## config.mk

```make
export PLATFORM = sky130hd
export DESIGN_NAME = lcd_msg_sequencer_flat
export DESIGN_NICKNAME = d
export VERILOG_FILES = /design/src/rtl/lcd_pkg.sv /design/src/rtl/lcd_msg_sequencer_if.sv /design/src/rtl/lcd_msg_rom.sv /design/src/rtl/lcd_msg_sequencer.sv /design/src/flat_wrapper.sv
export SDC_FILE = /design/constraint.sdc
export NUM_CORES = 1
export LEC_CHECK = 0
export ABC_AREA = 1
export CELL_PAD_IN_SITES_DETAIL_PLACEMENT = 0
export CELL_PAD_IN_SITES_GLOBAL_PLACEMENT = 1
export CORE_MARGIN = 1.5
export CORE_UTILIZATION = 44
export CTS_BUF_LIST = sky130_fd_sc_hd__clkbuf_4 sky130_fd_sc_hd__clkbuf_8
export DETAILED_ROUTE_END_ITERATION = 6
export PLACE_DENSITY_LB_ADDON = 0.1
export REMOVE_ABC_BUFFERS = 1
export SYNTH_ARGS = -nofsm -noshare
export SYNTH_HDL_FRONTEND = slang
export SYNTH_SLANG_ARGS = --single-unit
```

## constraint.sdc

```tcl
create_clock -name clock -period 2.8 [get_ports clock]
set_input_delay 0.42 -clock clock [delete_from_list [all_inputs] [get_ports clock]]
set_output_delay 0.42 -clock clock [all_outputs]
set_load 0.02 [all_outputs]
```

## src/rtl/lcd_pkg.sv

```systemverilog
// rtl/lcd_pkg.sv - state encoding, init command table and row base addresses shared by the LCD message sequencer
package lcd_pkg;

    typedef enum logic [2:0] {
        ST_IDLE,
        ST_LOAD,
        ST_REQ,
        ST_WAIT_DONE,
        ST_SETTLE,
        ST_ADVANCE
    } seq_state_t;

    localparam int         INIT_STEPS = 4;
    localparam int         TITLE_LEN  = 16;
    localparam logic [7:0] SPACE_CHAR = 8'h20;

    // Function set 8-bit/2-line, display on, clear, entry mode increment.
    function automatic logic [7:0] init_cmd(input logic [1:0] idx);
        logic [7:0] cmd;
        case (idx)
            2'd0:    cmd = 8'h38;
            2'd1:    cmd = 8'h0C;
            2'd2:    cmd = 8'h01;
            default: cmd = 8'h06;
        endcase
        return cmd;
    endfunction

    // Set-DDRAM-address commands for the start of each physical row.
    function automatic logic [7:0] row_addr(input logic [1:0] row);
        logic [7:0] cmd;
        case (row)
            2'd0:    cmd = 8'h80;
            2'd1:    cmd = 8'hC0;
            2'd2:    cmd = 8'h94;
            default: cmd = 8'hD4;
        endcase
        return cmd;
    endfunction

endpackage

```

## src/rtl/lcd_msg_sequencer_if.sv

```systemverilog
// rtl/lcd_msg_sequencer_if.sv - host-side byte handshake between the sequencer and the LCD controller
interface lcd_msg_sequencer_if;
    logic [7:0] lcd_data;
    logic       lcd_rs;
    logic       lcd_start;
    logic       lcd_done;

    modport master (
        output lcd_data,
        output lcd_rs,
        output lcd_start,
        input  lcd_done
    );

    modport slave (
        input  lcd_data,
        input  lcd_rs,
        input  lcd_start,
        output lcd_done
    );
endinterface

```

## src/rtl/lcd_msg_rom.sv

```systemverilog
// rtl/lcd_msg_rom.sv - combinational message text: row 0 carries the message title, lower rows a row label
module lcd_msg_rom
    import lcd_pkg::*;
#(
    parameter int NUM_MSGS = 8,
    parameter int MSW      = 3,
    parameter int CW       = 5
) (
    input  logic [MSW-1:0] msg,
    input  logic [1:0]     row,
    input  logic [CW-1:0]  col,
    output logic [7:0]     ch
);

    localparam logic [8*TITLE_LEN-1:0] TITLES [16] = '{
        "MESSAGE 00 TITLE", "MESSAGE 01 TITLE", "MESSAGE 02 TITLE", "MESSAGE 03 TITLE",
        "MESSAGE 04 TITLE", "MESSAGE 05 TITLE", "MESSAGE 06 TITLE", "MESSAGE 07 TITLE",
        "MESSAGE 08 TITLE", "MESSAGE 09 TITLE", "MESSAGE 10 TITLE", "MESSAGE 11 TITLE",
        "MESSAGE 12 TITLE", "MESSAGE 13 TITLE", "MESSAGE 14 TITLE", "MESSAGE 15 TITLE"
    };

    logic [3:0]             idx;
    logic [8*TITLE_LEN-1:0] title;

    always_comb begin
        idx   = 4'(msg);
        // First character sits in the top byte, so shifting left walks along the string.
        title = TITLES[idx] << (8 * int'(col));
        ch    = SPACE_CHAR;
        if (int'(msg) < NUM_MSGS) begin
            if (row == 2'd0) begin
                if (int'(col) < TITLE_LEN) begin
                    ch = title[8*TITLE_LEN-1 -: 8];
                end
            end else begin
                case (int'(col))
                    0:       ch = 8'h52;
                    1:       ch = 8'h4F;
                    2:       ch = 8'h57;
                    4:       ch = 8'h30 + 8'(row);
                    default: ch = SPACE_CHAR;
                endcase
            end
        end
    end

endmodule

```

## src/rtl/lcd_msg_sequencer.sv

```systemverilog
// rtl/lcd_msg_sequencer.sv - walks init commands and message text out to the LCD controller one byte at a time
module lcd_msg_sequencer
    import lcd_pkg::*;
#(
    parameter int   NUM_MSGS   = 8,
    parameter int   ROWS       = 2,
    parameter int   COLS       = 16,
    parameter int   DLY_CYCLES = 262142,
    localparam int  MSW        = $clog2(NUM_MSGS)
) (
    input  logic                 clock,
    input  logic                 reset,
    input  logic [MSW-1:0]       msg_sel,
    input  logic                 refresh,
    output logic                 busy,
    output logic [MSW-1:0]       shown_msg,
    lcd_msg_sequencer_if.master  lcd
);

    localparam int SW = $clog2(INIT_STEPS + ROWS * (COLS + 1) + 1);
    localparam int CW = $clog2(COLS + 1);
    localparam int DW = (DLY_CYCLES > 1) ? $clog2(DLY_CYCLES) : 1;

    localparam logic [SW-1:0] FIRST_DRAW = SW'(INIT_STEPS);
    localparam logic [SW-1:0] LAST_STEP  = SW'(INIT_STEPS + ROWS * (COLS + 1) - 1);
    localparam logic [CW-1:0] LAST_COL   = CW'(COLS);
    localparam logic [DW-1:0] DLY_LAST   = DW'(DLY_CYCLES - 1);

    seq_state_t     state_q, state_d;
    logic [SW-1:0]  step_q, step_d;
    logic [1:0]     row_q, row_d;
    logic [CW-1:0]  col_q, col_d;
    logic [MSW-1:0] msg_q, msg_d;
    logic [MSW-1:0] shown_q, shown_d;
    logic           pend_q, pend_d;
    logic [DW-1:0]  dly_q, dly_d;
    logic [7:0]     data_q, data_d;
    logic           rs_q, rs_d;
    logic           start_q, start_d;

    logic [7:0]     rom_ch;
    logic [7:0]     load_byte;
    logic           load_rs;
    logic           drawing;
    logic           last_step;

    // col 0 of each row slot is the row address command, so text column is col-1.
    lcd_msg_rom #(
        .NUM_MSGS (NUM_MSGS),
        .MSW      (MSW),
        .CW       (CW)
    ) u_rom (
        .msg (msg_q),
        .row (row_q),
        .col (col_q - CW'(1)),
        .ch  (rom_ch)
    );

    assign lcd.lcd_data  = data_q;
    assign lcd.lcd_rs    = rs_q;
    assign lcd.lcd_start = start_q;
    assign busy          = !(state_q == ST_IDLE && !pend_q);
    assign shown_msg     = shown_q;
    assign drawing       = (step_q >= FIRST_DRAW);
    assign last_step     = (step_q == LAST_STEP);

    always_comb begin
        load_byte = 8'h00;
        load_rs   = 1'b0;
        if (!drawing) begin
            load_byte = init_cmd(step_q[1:0]);
        end else if (col_q == '0) begin
            load_byte = row_addr(row_q);
        end else begin
            load_byte = rom_ch;
            load_rs   = 1'b1;
        end
    end

    always_ff @(posedge clock) begin
        if (reset) begin
            state_q <= ST_LOAD;
            step_q  <= '0;
            row_q   <= '0;
            col_q   <= '0;
            msg_q   <= '0;
            shown_q <= '0;
            pend_q  <= 1'b0;
            dly_q   <= '0;
            data_q  <= 8'h00;
            rs_q    <= 1'b0;
            start_q <= 1'b0;
        end else begin
            state_q <= state_d;
            step_q  <= step_d;
            row_q   <= row_d;
            col_q   <= col_d;
            msg_q   <= msg_d;
            shown_q <= shown_d;
            pend_q  <= pend_d;
            dly_q   <= dly_d;
            data_q  <= data_d;
            rs_q    <= rs_d;
            start_q <= start_d;
        end
    end

    always_comb begin
        state_d = state_q;
        step_d  = step_q;
        row_d   = row_q;
        col_d   = col_q;
        msg_d   = msg_q;
        shown_d = shown_q;
        pend_d  = pend_q;
        dly_d   = dly_q;
        data_d  = data_q;
        rs_d    = rs_q;
        start_d = start_q;

        // A draw is never aborted; requests arriving mid-draw are remembered instead.
        if (state_q != ST_IDLE && (refresh || (drawing && msg_sel != msg_q))) begin
            pend_d = 1'b1;
        end

        case (state_q)
            ST_IDLE: begin
                if (pend_q || refresh || msg_sel != shown_q) begin
                    pend_d  = 1'b0;
                    msg_d   = msg_sel;
                    step_d  = FIRST_DRAW;
                    row_d   = '0;
                    col_d   = '0;
                    state_d = ST_LOAD;
                end
            end
            ST_LOAD: begin
                data_d  = load_byte;
                rs_d    = load_rs;
                start_d = 1'b1;
                state_d = ST_REQ;
            end
            ST_REQ: begin
                state_d = ST_WAIT_DONE;
            end
            ST_WAIT_DONE: begin
                if (lcd.lcd_done) begin
                    start_d = 1'b0;
                    dly_d   = '0;
                    state_d = ST_SETTLE;
                    if (last_step) begin
                        shown_d = msg_q;
                    end
                end
            end
            ST_SETTLE: begin
                if (dly_q == DLY_LAST) begin
                    state_d = ST_ADVANCE;
                end else begin
                    dly_d = dly_q + DW'(1);
                end
            end
            ST_ADVANCE: begin
                if (last_step) begin
                    state_d = ST_IDLE;
                end else begin
                    step_d  = step_q + SW'(1);
                    state_d = ST_LOAD;
                    if (step_q == FIRST_DRAW - SW'(1)) begin
                        msg_d = msg_sel;
                    end
                    if (drawing) begin
                        if (col_q == LAST_COL) begin
                            col_d = '0;
                            row_d = row_q + 2'd1;
                        end else begin
                            col_d = col_q + CW'(1);
                        end
                    end
                end
            end
            default: begin
                state_d = ST_IDLE;
            end
        endcase
    end

endmodule

```

## src/flat_wrapper.sv

```systemverilog
// flat-port wrapper written by rule: the top's interface ports become plain ports
module lcd_msg_sequencer_flat import lcd_pkg::*;
#(
    parameter int   NUM_MSGS   = 8,
    parameter int   ROWS       = 2,
    parameter int   COLS       = 16,
    parameter int   DLY_CYCLES = 262142,
    localparam int  MSW        = $clog2(NUM_MSGS)
)
  (clock, reset, msg_sel, refresh, busy, shown_msg, lcd_lcd_data, lcd_lcd_rs, lcd_lcd_start, lcd_lcd_done);
  lcd_msg_sequencer_if lcd_i ();
  input  logic clock;
  input  logic reset;
  input  logic [MSW-1:0] msg_sel;
  input  logic refresh;
  output logic busy;
  output logic [MSW-1:0] shown_msg;
  output wire logic [$bits(lcd_i.lcd_data)-1:0] lcd_lcd_data;
  output wire logic [$bits(lcd_i.lcd_rs)-1:0] lcd_lcd_rs;
  output wire logic [$bits(lcd_i.lcd_start)-1:0] lcd_lcd_start;
  input wire logic [$bits(lcd_i.lcd_done)-1:0] lcd_lcd_done;
  assign lcd_lcd_data = lcd_i.lcd_data;
  assign lcd_lcd_rs = lcd_i.lcd_rs;
  assign lcd_lcd_start = lcd_i.lcd_start;
  assign lcd_i.lcd_done = lcd_lcd_done;
  lcd_msg_sequencer #(.NUM_MSGS(NUM_MSGS), .ROWS(ROWS), .COLS(COLS), .DLY_CYCLES(DLY_CYCLES)) u_core (.clock(clock), .reset(reset), .msg_sel(msg_sel), .refresh(refresh), .busy(busy), .shown_msg(shown_msg), .lcd(lcd_i));
endmodule
```

After elaboration in Yosys (flattened, before gate mapping)
Memories as Yosys holds them, arrays and structs flattened.
Index checks and enable logic that the tools add are counted.
Cells by class
  add/sub/neg operators: 6
  multiply operators: 0
  div/mod/pow operators: 0
  magnitude comparators: 3
  equality and inequality tests: 26
  shifts and indexed selects: 1
  multiplexer cells: 41
  bitwise gates (word level): 1
  reduce and logical (&&, ||, !) cells: 25
Operators with widths (number)
  128-bit two-way mux: 2
  128-bit by 8-bit left shift with 128-bit output: 1
  18-bit two-way mux: 2
  18-bit case mux with 2 select lines: 1
  8-bit two-way mux: 4
  7-bit case mux with 4 select lines: 1
  7-bit case mux with 3 select lines: 1
  5-bit two-way mux: 4
  18-bit by 1-bit adder with 18-bit output, second input constant: 1
  18-bit equality test, second input constant: 1
  3-bit two-way mux: 6
  3-bit case mux with 6 select lines: 1
  6-bit case mux with 3 select lines: 1
  6-bit two-way mux: 2
  6-bit case mux with 2 select lines: 1
  3-bit AND reduction: 4
  5-bit logical NOT: 2
  5-bit case mux with 2 select lines: 1
  2-bit two-way mux: 4
  2-bit by 1-bit inequality test with 1-bit output, second input constant: 4
  2-bit inequality test, second input constant: 4
  4-bit AND reduction: 2
  6-bit by 2-bit adder with 7-bit output, first input constant: 1
  1-bit two-way mux: 7
  32 further kinds: 45
Word-level totals
  register bits after elaboration: 51
  latch bits: 0
  bits in writable memories: 0
  bits in read-only memories: 2048
  input bits: 7
  output and inout port bits: 14
  memories kept: 1
Memory list
  (no name shown): words 16, bits a word 128, read ports 1, clocked after memory_dff 0, write ports 0, line lcd_msg_rom.sv:28  | title = TITLES[idx] << (8 * int'(col));

Depth between registers and ports, before layout
  word-level depth: 9
  mapped depth: 12
  depth with buffers taken out: 12

Cells and area by module
Synthesis repeated with hierarchy kept, for this count alone.
Second synthesis, totals
  cells, all modules: 571
  area total of the unflattened synthesis: 3549.7 um2
By module, submodules not included
  lcd_msg_sequencer: instances 1, cells an instance 487, area an instance 3126.7 um2, seq. area each 1021.0 um2
  lcd_msg_rom: instances 1, cells an instance 84, area an instance 422.9 um2, seq. area each 0.0 um2

Worst setup path before layout
OpenSTA, ideal clock, no wires.
  path type: register to register
  from: register u_core.col_q[0]
  to: register u_core.data_q[1], in the netlist u_core.lcd.lcd_data[1]
  arrival time: 2.022 ns
  data required time: 2.730 ns
  path slack: 0.708 ns
  cell stages (with the launch flop): 12
  period minus slack after synthesis: 2.092 ns
  cell sequence: dfxtp_1 > inv_1 > ha_1 > inv_1 > ha_1 > inv_1 > nand2_1 > o31ai_1 > nand3_1 > a21oi_1 > nand2_1 > a21oi_1
On the way
  longest elaborated chain between the ends: 6
  elaborated cells on any way between the ends: 13
  those cells by class: add/sub: 1; order compare: 1; eq/ne: 3; shift: 1; mux: 5; reduce/logical: 2
Ends and longest elaborated chain
  from (decl): line lcd_msg_sequencer.sv:32  | logic [CW-1:0] col_q, col_d;
  from (signal assigned): line lcd_msg_sequencer.sv:97  | col_q <= col_d;
  5-bit by 1-bit subtractor with 5-bit output: line lcd_msg_sequencer.sv:55  | .col (col_q - CW'(1)),
  128-bit by 8-bit left shift with 128-bit output, or another cell as far along: line lcd_msg_rom.sv:28
  8-bit two-way mux / 7-bit case mux with 4 select lines (equally long branches): line lcd_msg_rom.sv:32, lcd_msg_rom.sv:36
  8-bit two-way mux: line lcd_msg_rom.sv:31  | if (row == 2'd0) begin
  8-bit two-way mux *: line lcd_msg_sequencer.sv:72  | end else if (col_q == '0) begin
  8-bit two-way mux *: line lcd_msg_sequencer.sv:70  | if (!drawing) begin
  to (signal assigned): line lcd_msg_sequencer.sv:102  | data_q <= data_d;
  to (decl): line lcd_msg_sequencer.sv:37  | logic [7:0] data_q, data_d;
Every way passes the cells marked *; elsewhere a longest branch is shown, timed or not.
A chain may end at the register's enable or synchronous reset.

Worst setup path after layout
Ends and elaborated chain as after synthesis.

==> run_results.csv <==
group,metric,value,unit
finish,nNetsFinal,545,
clock_tree,cts_sinks,51,
worst_setup_path,cpMostUsedCell,"inv_1",
placed_design,dpl-instance-area,0.00364,mm^2
clock_tree,clk_pin_slew,0.10,ns
global_route,grt_usage,0.218,
timing,timing.hold.ws,0.467,ns
clock_tree,clk_latency,0.31,ns
global_route,grt-ovfl-total,0,
die,fp.dieW,90.5,um
placed_design,finalWeightedCongestion,0.879,
clock_tree,ctsResizeCount,0,
die,dieArea,0.00819,mm^2
finish,final_core_util,0.511,
timing,rsz0062_at_grt,"false",
timing,worst_pin_slew,0.436,ns
die,core_area,0.00733,mm^2
worst_setup_path,slowest_stage,"dfxtp_1",
detailed_routing,vias_per_cell,5.28,
finish,nFillCells,736,
worst_setup_path,cp-end-kind,"register",
finish,diodes,0,
synthesis,postSynthCellCount,502,
placed_design,post-place-cells,611,
timing,hold_viol_final,0,
worst_setup_path,criticalPathCategory,"reg2reg",
clock_tree,cts_hold_buf,0,
die,num_io_pins,21,
detailed_routing,first_pass_iters,5,
die,start_util,0.459,
die,die_h,90.5,um
global_route,antenna_found_initial,0,
clock_tree,clockBufferDepth,2,
detailed_routing,drt_iter0_drc,146,
timing,skew,0.0134,ns
synthesis,yosys.cell_types.count,39,
placed_design,hpwl,6230,um
die,core.rowCount,31,
worst_setup_path,critPathRequiredTime,3.03,ns
detailed_routing,wirelength,8340,um
placed_design,place_ws,0.434,ns
finish,drive_above_1_share,0.0867,
clock_tree,cts_made_buffers,5,
pwr,power.density,681,mW/mm^2
clock_tree,clockRootBuffer,"clkbuf_8",
global_route,grt_pass1_vias,2972,
finish,areaGrowthSynthToFinish,11.2,%
global_route,global_route.usage.met2,0.315,
global_route,grt_max_degree,28,
placed_design,io_buffers,20,
timing,setup_slack,0.367,ns
clock_tree,cts_tree,"done",
detailed_routing,vias,3264,
timing,drv_slew,0,
global_route,grt_pass1_wl,14600,um
synthesis,ys_ff_latch,51,
worst_setup_path,critPathMaxStageDelay,0.54,ns
timing,tns,0,ns
timing,max_slew_margin,0.708,
worst_hold_path,worstHoldPathType,"reg2reg",
timing,min_period,2.43,ns
flow_run,cap_viol_max_count,0,
global_route,grt_use_met3,0.0337,
global_route,met1_usage,0.332,
clock_tree,post_cts_buffers,0,
detailed_routing,detail-route-antenna-nets,0,
detailed_routing,post-route-drc-count,0,
finish,layoutNonFillerInstCount,618,
pwr,vdd_ir_drop_max,331,uV
pwr,p_leak,1.49,nW
worst_setup_path,crit_path_start_kind,"register",
worst_setup_path,worstPathMaxFanout,10,
global_route,busiest_layer,"met1",
status,outcome,"completed",
finish,final_area,0.00374,mm^2
pwr,total_power,2.55,mW
clock_tree,h-tree-depth,2,
detailed_routing,wl_per_cell,13.5,um
synthesis,syn-cell-area,0.00337,mm^2
synthesis,yosysWarnings,0,
worst_setup_path,path_cells,"inv_1, ha_1, inv_1, ha_1, inv_1, nand2_1, o31ai_1, nand3_1, a21oi_1, nand2_1, a21oi_1",
worst_setup_path,crit_arrival,2.67,ns
timing,period_share,0.869,
timing,setup_viol,0,
synthesis,syn_avg_cell_area,6.71,um^2
synthesis,synth_seq_area_share,0.303,
timing,fmax,0.411,GHz
-- final timing paths --
| path | slack [ns] | endpoint | startpoint | cells past startpoint |
|---|---|---|---|---|
| worst max-delay path | 0.37 | u_core.lcd.lcd_data[1]$_SDFFE_PP0P_ | u_core.col_q[0]$_SDFFE_PP0P_ | 11 |
| worst min-delay path | 0.47 | u_core.lcd.lcd_rs$_SDFFE_PP0P_ | u_core.lcd.lcd_rs$_SDFFE_PP0P_ | 2 |
| worst max register to register | 0.37 | u_core.lcd.lcd_data[1]$_SDFFE_PP0P_ | u_core.col_q[0]$_SDFFE_PP0P_ | 11 |
| worst min register to register | 0.47 | u_core.lcd.lcd_rs$_SDFFE_PP0P_ | u_core.lcd.lcd_rs$_SDFFE_PP0P_ | 2 |
-- synth_stat cells, drive strengths merged --
library cell,n,area share
nor3,9,0.016
a21oi,49,0.079
ha,19,0.071
a211oi,3,0.0067
o31ai,3,0.0067
xnor2,1,0.0026
o2111ai,2,0.0052
nor2,57,0.073
o21bai,2,0.0045
nor4,1,0.0019
a22oi,1,0.0022
buf,6,0.014
o211ai,2,0.0045
dfxtp,51,0.30
nand4,16,0.032
clkbuf,6,0.0067
inv,59,0.066
nand2,123,0.15
xor2,11,0.029
or2,3,0.0056
nor3b,1,0.0022
o22ai,2,0.0037
nand3,42,0.064
nand3b,1,0.0022
o21ai,31,0.049
clkinv,1,0.0015
-- flip-flops by register name (all words and copies together) (netlist names) --
signal	count
u_core.msg_q	3
u_core.pend_q	1
u_core.col_q	5
u_core.lcd.lcd_rs	1
u_core.shown_msg	3
u_core.dly_q	18
u_core.state_q	3
u_core.lcd.lcd_data	8
u_core.step_q	6
u_core.row_q	2
u_core.lcd.lcd_start	1
-- final cells by class --
class                   instances  area [um^2]  share of cell area
clock inverters                 1         30.0             0.00802
well taps                      99          124              0.0331
inverters                      60          226              0.0605
clock buffers                   6         76.3              0.0204
repair buffers                 22          215              0.0575
flip-flops and latches         51         1020               0.273
multi-input cells             379         2050               0.548
-- layout by cell type, fill, tap and decap left out, types with 2 or more instances in the layout --
cell type / n
nand2_1: 110
inv_1: 56
nor2_1: 52
dfxtp_1: 51
a21oi_1: 43
nand3_1: 41
o21ai_0: 26
clkdlybuf4s50_1: 20
ha_1: 19
nand4_1: 15
nand2_2: 12
xor2_1: 11
nor3_1: 7
a21oi_2: 6
clkbuf_8: 5
nor2_4: 4
o21ai_1: 4
inv_2: 3
o31ai_1: 3
or2_2: 3
a211oi_1: 3
nor3_2: 2
o22ai_1: 2
o2111ai_1: 2
o211ai_1: 2
o21bai_1: 2
buf_4: 2
-- critical path: cells and delay by family, from the launching register on --
kind | cells | cell delay [ns]
buf+inv | 3 | 0.47
simple gates | 3 | 0.28
compound gates | 3 | 0.44
flops | 1 | 0.54
fa+ha+maj | 2 | 0.63
-- metal layers --
metal,wire [um],vias up,part of all wire
li1,-,1684,-
met1,4500,1487,0.54
met2,3390,87,0.41
met3,367,6,0.044
met4,80,0,0.0096
met5,0,-,0
-- kinds of logic after synthesis --
logic type                 Yosys count  share of synthesized area
and+or+nand+nor                    253                      0.345
AOI/OAI and AO/OA                   95                      0.162
buffers and inverters               72                     0.0877
DFF                                 51                      0.303
adders and majority gates           19                     0.0706
xor gates and xnor gates            12                     0.0312
-- report_power, final --
part,internal [mW],total (mW),leakage (nW),switching (mW)
Combinational,0.362,1.08,1.02,0.715
Clock,0.272,0.515,0.0547,0.243
Sequential,0.843,0.959,0.415,0.116
Total,1.48,2.55,1.49,1.07
Power figures use the tool's default switching activity.
